[src/rtl/axi_pkg.sv]
// axi_pkg: AXI constants and the line bridge state encoding, shared by AXI users.
package axi_pkg;
    typedef enum logic [2:0] {IDLE, AR, R, AW, W, B, DONE} state_t;
    localparam logic [1:0] BURST_FIXED = 2'b00;
    localparam logic [1:0] BURST_INCR  = 2'b01;
    localparam logic [1:0] BURST_WRAP  = 2'b10;
    localparam logic [2:0] SIZE_4B     = 3'b010;
    localparam logic [1:0] RESP_OKAY   = 2'b00;
endpackage

[src/rtl/axi_line_bridge.sv]
// axi_line_bridge: turns one line or single-word request into an AXI3 burst.
// One transaction in flight; the line register doubles as write source and read sink.
module axi_line_bridge
    import axi_pkg::*;
#(
    parameter int         LINE_WORDS = 8,
    parameter logic [3:0] AXI_ID     = 4'd0
) (
    input  logic                    aclk,
    input  logic                    aresetn,
    input  logic                    req_valid,
    output logic                    req_ready,
    input  logic                    req_write,
    input  logic                    req_uncached,
    input  logic [31:0]             req_addr,
    input  logic [3:0]              req_wstrb,
    input  logic [32*LINE_WORDS-1:0] req_wline,
    output logic                    resp_valid,
    output logic [32*LINE_WORDS-1:0] resp_rline,
    output logic                    resp_err,
    output logic [3:0]              arid,
    output logic [31:0]             araddr,
    output logic [7:0]              arlen,
    output logic [2:0]              arsize,
    output logic [1:0]              arburst,
    output logic [1:0]              arlock,
    output logic [3:0]              arcache,
    output logic [2:0]              arprot,
    output logic                    arvalid,
    input  logic                    arready,
    input  logic [3:0]              rid,
    input  logic [31:0]             rdata,
    input  logic [1:0]              rresp,
    input  logic                    rlast,
    input  logic                    rvalid,
    output logic                    rready,
    output logic [3:0]              awid,
    output logic [31:0]             awaddr,
    output logic [7:0]              awlen,
    output logic [2:0]              awsize,
    output logic [1:0]              awburst,
    output logic [1:0]              awlock,
    output logic [3:0]              awcache,
    output logic [2:0]              awprot,
    output logic                    awvalid,
    input  logic                    awready,
    output logic [3:0]              wid,
    output logic [31:0]             wdata,
    output logic [3:0]              wstrb,
    output logic                    wlast,
    output logic                    wvalid,
    input  logic                    wready,
    input  logic [3:0]              bid,
    input  logic [1:0]              bresp,
    input  logic                    bvalid,
    output logic                    bready
);
    localparam int CW = $clog2(LINE_WORDS) + 1;
    state_t            state;
    logic [CW-1:0]     count;
    logic [CW-1:0]     beats;
    logic [32*LINE_WORDS-1:0] line;
    logic [31:0]       addr_q;
    logic              unc_q;
    logic [3:0]        strb_q;
    logic              last_beat;
    logic              unused;
    assign beats      = unc_q ? CW'(1) : CW'(LINE_WORDS);
    assign last_beat  = count == beats - CW'(1);
    assign unused     = ^{rid, bid};
    assign resp_rline = line;
    assign arid    = AXI_ID;
    assign araddr  = addr_q;
    assign arlen   = unc_q ? 8'd0 : 8'(LINE_WORDS - 1);
    assign arsize  = SIZE_4B;
    assign arburst = BURST_INCR;
    assign arlock  = 2'b00;
    assign arcache = 4'd0;
    assign arprot  = 3'd0;
    assign awid    = AXI_ID;
    assign awaddr  = addr_q;
    assign awlen   = arlen;
    assign awsize  = SIZE_4B;
    assign awburst = BURST_INCR;
    assign awlock  = 2'b00;
    assign awcache = 4'd0;
    assign awprot  = 3'd0;
    assign wid     = AXI_ID;
    assign wdata   = line[32*count +: 32];
    assign wstrb   = unc_q ? strb_q : 4'hF;
    assign wlast   = wvalid && last_beat;
    always_ff @(posedge aclk) begin
        if (!aresetn) begin
            state      <= IDLE;
            count      <= '0;
            line       <= '0;
            addr_q     <= '0;
            unc_q      <= 1'b0;
            strb_q     <= 4'd0;
            req_ready  <= 1'b1;
            arvalid    <= 1'b0;
            rready     <= 1'b0;
            awvalid    <= 1'b0;
            wvalid     <= 1'b0;
            bready     <= 1'b0;
            resp_valid <= 1'b0;
            resp_err   <= 1'b0;
        end else begin
            case (state)
                IDLE: if (req_valid) begin
                    addr_q    <= req_uncached ? {req_addr[31:2], 2'b00}
                                              : req_addr & ~32'(4*LINE_WORDS - 1);
                    unc_q     <= req_uncached;
                    strb_q    <= req_wstrb;
                    line      <= req_wline;
                    resp_err  <= 1'b0;
                    count     <= '0;
                    req_ready <= 1'b0;
                    arvalid   <= !req_write;
                    awvalid   <= req_write;
                    state     <= req_write ? AW : AR;
                end
                AR: if (arready) begin
                    arvalid <= 1'b0;
                    rready  <= 1'b1;
                    state   <= R;
                end
                R: if (rvalid) begin
                    // beats beyond the burst length are accepted but dropped
                    if (count != beats) begin
                        line[32*count +: 32] <= rdata;
                        count                <= count + 1'b1;
                    end
                    resp_err <= resp_err | (rresp != RESP_OKAY);
                    if (rlast) begin
                        rready     <= 1'b0;
                        resp_valid <= 1'b1;
                        state      <= DONE;
                    end
                end
                AW: if (awready) begin
                    awvalid <= 1'b0;
                    wvalid  <= 1'b1;
                    state   <= W;
                end
                W: if (wready) begin
                    count <= count + 1'b1;
                    if (last_beat) begin
                        wvalid <= 1'b0;
                        bready <= 1'b1;
                        state  <= B;
                    end
                end
                B: if (bvalid) begin
                    resp_err   <= resp_err | (bresp != RESP_OKAY);
                    bready     <= 1'b0;
                    resp_valid <= 1'b1;
                    state      <= DONE;
                end
                DONE: begin
                    resp_valid <= 1'b0;
                    req_ready  <= 1'b1;
                    state      <= IDLE;
                end
                default: state <= IDLE;
            endcase
        end
    end
endmodule

[config.mk]
export PLATFORM = sky130hd
export DESIGN_NAME = axi_line_bridge
export DESIGN_NICKNAME = d
export VERILOG_FILES = /design/src/rtl/axi_pkg.sv /design/src/rtl/axi_line_bridge.sv
export SDC_FILE = /design/constraint.sdc
export NUM_CORES = 1
export LEC_CHECK = 0
export BUFFER_PORTS_ARGS = -buffer_cell sky130_fd_sc_hd__buf_4
export CORE_AREA = 5 5 293 295
export CTS_BUF_LIST = sky130_fd_sc_hd__clkbuf_4 sky130_fd_sc_hd__clkbuf_8
export DETAILED_ROUTE_END_ITERATION = 7
export DIE_AREA = 0 0 298 300
export GPL_TIMING_DRIVEN = 0
export PLACE_DENSITY = 0.39
export SYNTH_ARGS = -nofsm -noshare
export SYNTH_HDL_FRONTEND = slang
export SYNTH_SLANG_ARGS = --single-unit
[constraint.sdc]
create_clock -name aclk -period 4.4 [get_ports aclk]
set_input_delay 0.22 -clock aclk [delete_from_list [all_inputs] [get_ports aclk]]
set_output_delay 0.22 -clock aclk [all_outputs]
set_load 0.02 [all_outputs]
======== After elaboration in Yosys (flattened, before gate mapping) ========
Index checks and enable logic that the tools add are counted.
operators by class
  add/subtract/negate cells ............... 3
  equal/unequal tests ..................... 17
  shift operators ......................... 3
  mux-type cells .......................... 51
  bitwise gates (word level) .............. 2
  reduce and logical (&&, ||, !) cells .... 27
operator list
  operator                     number
  $mux W256                    3
  $pmux W256 S2                1
  $bwmux W256                  1
  $shift A32 B34 Y256 const A  1
  $shiftx A256 B10 Y32         1
  $shiftx A32 B34 Y256         1
  $neg A9 Y34                  1
  $mux W3                      9
  $mux W4                      6
  $reduce_and A4 Y1            6
  $mux W1                      19
  $ne A2 B2 Y1 const B         9
  $pmux W3 S6                  1
  $reduce_bool A2 Y1           9
  $pmux W1 S2                  6
  $pmux W4 S3                  1
  $eq A3 B3 Y1 const B         3
  $reduce_bool A3 Y1           3
  $reduce_and A8 Y1            1
  $eq A3 B2 Y1 const B         2
  $pmux W1 S3                  2
  $reduce_and A3 Y1            2
  $mux W5                      1
  $reduce_and A5 Y1            1
  other kinds (11)             13
storage, ports and cells
  register bits after elaboration ......... 308
  input port bits ......................... 347
  logic and storage cells ................. 117

======== Longest topological paths before layout ========
  depth in word-level cells ............... 6
  mapped depth ............................ 13
  depth with buffers taken out ............ 8

======== Least setup slack after synthesis ========
Ideal clock, no wire load.
  kind .................................... register to register
  from .................................... reg count[1]
  to ...................................... reg line[152] (netlist: resp_rline[152])
  data arrival time ....................... 3.387 ns
  path slack .............................. 0.924 ns
  cell stages (with the launch flop) ...... 14
  path buffers ............................ 5
  cell sequence ........................... dfxtp_1 clkbuf_1 buf_1 clkbuf_1 inv_1 ha_1 xnor2_1 nand2_1 a2111oi_2 o21ba_2 buf_6 buf_4 nor2_1 a311oi_2
between the ends
  word-level cells in the longest chain between the ends .. 6
ends and longest elaborated chain
  what                                                         line                    source
  start, declared                                              axi_line_bridge.sv:60   logic [CW-1:0] count;
  start signal, assigned                                       axi_line_bridge.sv:132  count <= count + 1'b1;
  start signal, assigned                                       axi_line_bridge.sv:147  count <= count + 1'b1;
  $neg A9 Y34                                                  axi_line_bridge.sv:131  line[32*count +: 32] <= rdata;
  $shiftx A32 B34 Y256 or $shift A32 B34 Y256 (tied branches)  axi_line_bridge.sv:131
  $bwmux W256                                                  axi_line_bridge.sv:131
  $mux W256                                                    axi_line_bridge.sv:130  if (count != beats) begin
  $mux W256                                                    axi_line_bridge.sv:128  R: if (rvalid) begin
  $pmux W256 S2                                                axi_line_bridge.sv:109  case (state)
  end signal, assigned                                         axi_line_bridge.sv:115  line <= req_wline;
  end signal, assigned by index                                axi_line_bridge.sv:131
  end, declared                                                axi_line_bridge.sv:62   logic [32*LINE_WORDS-1:0] line;
Parallel ways exist; a longest one is shown, timed or not. The select of a mux whose other input is x is not followed.
A chain may end at the register's enable or synchronous reset.

======== Worst setup path after layout ========
  from .................................... reg count[0]
  to ...................................... reg line[117] (netlist: resp_rline[117])
Same word-level chain as after synthesis.

==> metrics.md <==
| Metric | Value |
|---|---|
| Worst Setup Path Type | register to register |
| Final critical-path share of the clock period | 0.9524 |
| Core outline area | 0.08289 mm² |
| H-tree depth | 3 |
| DRC violation count after routing | 0 |
| Routed wire length | 128300 µm |
| Number of nets in the layout | 3477 |
| Overall die area | 0.08940 mm² |
| Flip-flop and latch count after synthesis | 306 |
| Min Clock Period, post-route | 4.191 ns |
| Non-filler cells, final | 4264 |
| Final count of pins violating max slew | 0 |
| Register-to-register setup slack | 0.21 ns |
| Area fraction of the dominant cell type after synthesis | 0.3706 |
| Count of unique library cells instantiated by Yosys | 55 |
| Max_slew headroom | 0.08140 |
| Most instantiated flip-flop cell in the synthesis netlist | sky130_fd_sc_hd__dfxtp_1 |
| Clk_lat worst skew | 0.68 ns |
| Cell accounting for the most synthesized area | sky130_fd_sc_hd__dfxtp_1 |
| Pin count of the biggest net entering global routing | 11 |
| Routability congestion estimate | 0.9084 |
| Number of endpoints failing setup at the final stage | 0 |
| Vias after detailed routing | 21190 |
| Setup TNS | 0 ns |
| Critical path launch point type | register |
| Antenna violations before repair | 14 |
| Syn Area/Cell | 8.437 µm² |
| Fmax | 238.6 MHz |
| Num Clock Sinks | 306 |
| End-of-flow core utilization | 0.3410 |
| Die outline height | 300 µm |
| Count of port buffers added during placement | 703 |
| Overall fraction of global-route tracks in use | 0.2730 |
| Final Hold Violating Endpoints | 0 |
| Row count | 106 |
| Buffer levels on the longest clock path | 3 |
| Half-perimeter wire length after placement | 102700 µm |
| Req. time, crit path | 4.86 ns |
| Pre-CTS WS | -1.775 ns |
| Leakage | 12.01 nW |
| Die Width | 298 µm |
| Iteration count of the initial detailed-routing pass | 5 |
| Largest fanout of any net on the critical path | 10 |
| Layout fillers | 8866 |
| Post-Synthesis Cell Area | 0.01653 mm² |
| Ratio of routed vias to standard cells | 4.969 |
| Number of warnings reported in the yosys synthesis log | 0 |
| Cell at the root of the clock tree | sky130_fd_sc_hd__clkbuf_8 |
| Power density over cell area | 749.1 mW/mm² |
| Number of flops mapped to enable cells by yosys | 0 |
| Antenna-violating nets left | 0 |
| Effective utilization at floorplan | 0.1994 |
| Run status | completed |
| Number of global-route vias before repair | 21830 |
| Post-route setup slack | 0.2095 ns |
| Async set-reset flop share out of synthesis | 0 |
| Worst setup skew after layout | 0.04362 ns |
| CTS tree | done |
| Transition time at the pin with the least slew margin | 1.378 ns |
| Remaining Overflow, GRT | 0 |
| Clock transition at the register clock pins on the worst setup and hold paths after CTS | 0.06 ns |
| Area contributors post-synth | sky130_fd_sc_hd__dfxtp_1 (37%), sky130_fd_sc_hd__mux4_2 (8.7%), sky130_fd_sc_hd__nand2_1 (6.3%), sky130_fd_sc_hd__nor2_1 (6.1%), sky130_fd_sc_hd__o311a_1 (5.9%) |
| Min-Delay Path Class | primary input to register |
| Global-route wire length before repair | 174500 µm |
| Placed cell count | 3795 |
| Post-synthesis instance total | 1959 |
| Capturing element type of the critical path | register |
| Number of buffers created by CTS | 67 |
| Initial DRC count | 1669 |
| Fraction of the yosys area taken by sequential cells | 0.3706 |
| Wire length per cell after detailed routing | 30.08 µm |
| Share of post-route cells with drive strength above 1 | 0.3395 |
| Peak supply drop | 0.4441 mV |
| Endpoint arrival time on the critical path | 4.65 ns |
| Number of max-cap violations | 0 |
| Number of placed I/O pins | 768 |
| Layout area overhead | 71.04% |
-- critical path: stages (launching register included) --
cell and delay (ns):
sky130_fd_sc_hd__dfxtp_1 0.43, sky130_fd_sc_hd__clkbuf_2 0.41, sky130_fd_sc_hd__clkdlybuf4s18_2 0.58, sky130_fd_sc_hd__nor3_1 0.17, sky130_fd_sc_hd__ha_1 0.38, sky130_fd_sc_hd__clkbuf_1 0.33, sky130_fd_sc_hd__nand3_1 0.17, sky130_fd_sc_hd__a21oi_2 0.54
sky130_fd_sc_hd__clkbuf_1 0.79, sky130_fd_sc_hd__a211oi_1 0.18
-- registers in the layout, summed over array words and instances, names as in the netlist --
register,count
resp_valid,1
req_ready,1
arvalid,1
resp_rline,256
awvalid,1
count,4
strb_q,4
state,3
unc_q,1
araddr,30
wvalid,1
resp_err,1
rready,1
bready,1
-- final timing paths --
check | start | to | cells past startpoint
worst max-delay path | count[0] | resp_rline[117] | 9
worst min-delay path | wready | bready | 4
worst max register to register | count[0] | resp_rline[117] | 9
worst min register to register | strb_q[2] | strb_q[2] | 2
-- cell families after synthesis --
logic type / count (synthesis) / share of synthesized area
compound gates: 457 / 0.2210
buf+inv: 300 / 0.09394
simple gates: 787 / 0.2002
xor+xnor: 4 / 0.002120
mux: 96 / 0.1066
other cells: 2 / 0.0004544
fa+ha+maj: 7 / 0.005148
flops: 306 / 0.3706
-- final cells by class --
class	count	area, µm²	share of cell area
Sequential cell	306	6126	0.2167
Inverter	10	37.54	0.001328
Clock buffer	106	1290	0.04563
Buffer	289	1539	0.05444
Tap cell	1080	1351	0.04780
Clock inverter	8	80.08	0.002833
Antenna cell	15	37.54	0.001328
Multi-Input combinational cell	1405	9106	0.3221
Timing Repair Buffer	1045	8702	0.3078
-- what timing repair did --
item | CTS | global route
resized for setup | 23 | 8
pin swaps | 0 | 3
endpoints found under the hold margin | 297 | 0
hold buffers | 336 | 0
setup buffers | 0 | 5
gates cloned | 0 | 0
setup endpoints to repair | 285 | 117
-- metal layers --
metal,share of wire,vias up,GRT usage
met2,0.49,1078,0.4795
met3,0.068,181,0.06109
met4,0.028,2,0.07391
met1,0.42,10540,0.3379
met5,0.00016,-,0
li1,-,9388,-
-- power breakdown --
part,switching [W],total [W],internal (W),leakage [nW]
Clock,0.00147,0.00337,0.00191,0.724
Sequential,0.00104,0.00477,0.00374,2.53
Combinational,0.00845,0.0130,0.00458,8.76
-- through the flow --
| stage | hold WS, ns | instance area (µm²) | total power [W] |
|---|---|---|---|
| after floorplan | 0.3209 | 16720 | 0.01137 |
| after global placement | 0.4401 | 23350 | 0.01727 |
| after detailed placement | 0.4453 | 23370 | 0.01740 |
| after CTS | 0.002602 | 28160 | 0.02114 |
| after global routing | 0.04056 | 28250 | 0.02222 |
| final | 0.06334 | 28270 | 0.02118 |
-- synthesized netlist by cell type (2+ instances only) --
cell type                    n
sky130_fd_sc_hd__nand4_1     3
sky130_fd_sc_hd__nor3_1    134
sky130_fd_sc_hd__a22oi_1    65
sky130_fd_sc_hd__a21oi_1   107
sky130_fd_sc_hd__nand2_1   276
sky130_fd_sc_hd__or3b_1      2
sky130_fd_sc_hd__conb_1      2
sky130_fd_sc_hd__mux4_2     64
sky130_fd_sc_hd__ha_1        6
sky130_fd_sc_hd__a311oi_2   32
sky130_fd_sc_hd__xor2_1      2
sky130_fd_sc_hd__buf_1      14
sky130_fd_sc_hd__inv_1       9
sky130_fd_sc_hd__a211oi_1   62
sky130_fd_sc_hd__xnor2_1     2
sky130_fd_sc_hd__buf_6       5
sky130_fd_sc_hd__mux2i_1    32
sky130_fd_sc_hd__nor3b_1     3
sky130_fd_sc_hd__a311oi_1   32
sky130_fd_sc_hd__clkbuf_1  146
sky130_fd_sc_hd__o21ai_0    35
sky130_fd_sc_hd__dfxtp_1   306
sky130_fd_sc_hd__nand2b_1    8
sky130_fd_sc_hd__nand3_1    80
sky130_fd_sc_hd__buf_2      32
sky130_fd_sc_hd__a31oi_1     4
sky130_fd_sc_hd__o311a_1    98
sky130_fd_sc_hd__buf_4      93
sky130_fd_sc_hd__and3_1      2
sky130_fd_sc_hd__nor2b_1     3
sky130_fd_sc_hd__a221oi_1    2
sky130_fd_sc_hd__a21oi_2     6
sky130_fd_sc_hd__nor2_1    270
-- cell usage in the layout, fill, tap and decap left out, drive strengths merged, types with 2 or more instances in the layout --
cell         count
nor2b            3
nor2           271
a311oi          64
nand2          276
a2111oi          4
nor3           134
clkinv           3
o311a           98
inv             11
nand2b           8
diode           15
a221oi           2
buf            852
nand4            3
and3             2
a22oi           65
dlygate4sd3    336
a211oi          62
clkbuf         251
xnor2            2
mux4            64
dfxtp          306
ha               6
nor3b            3
or3b             2
xor2             2
a21oi          113
clkinvlp         3
a31oi            4
nand3           80
conb            54
o21ai           35
mux2i           32
No activity file was read; power rests on OpenSTA's default activity.
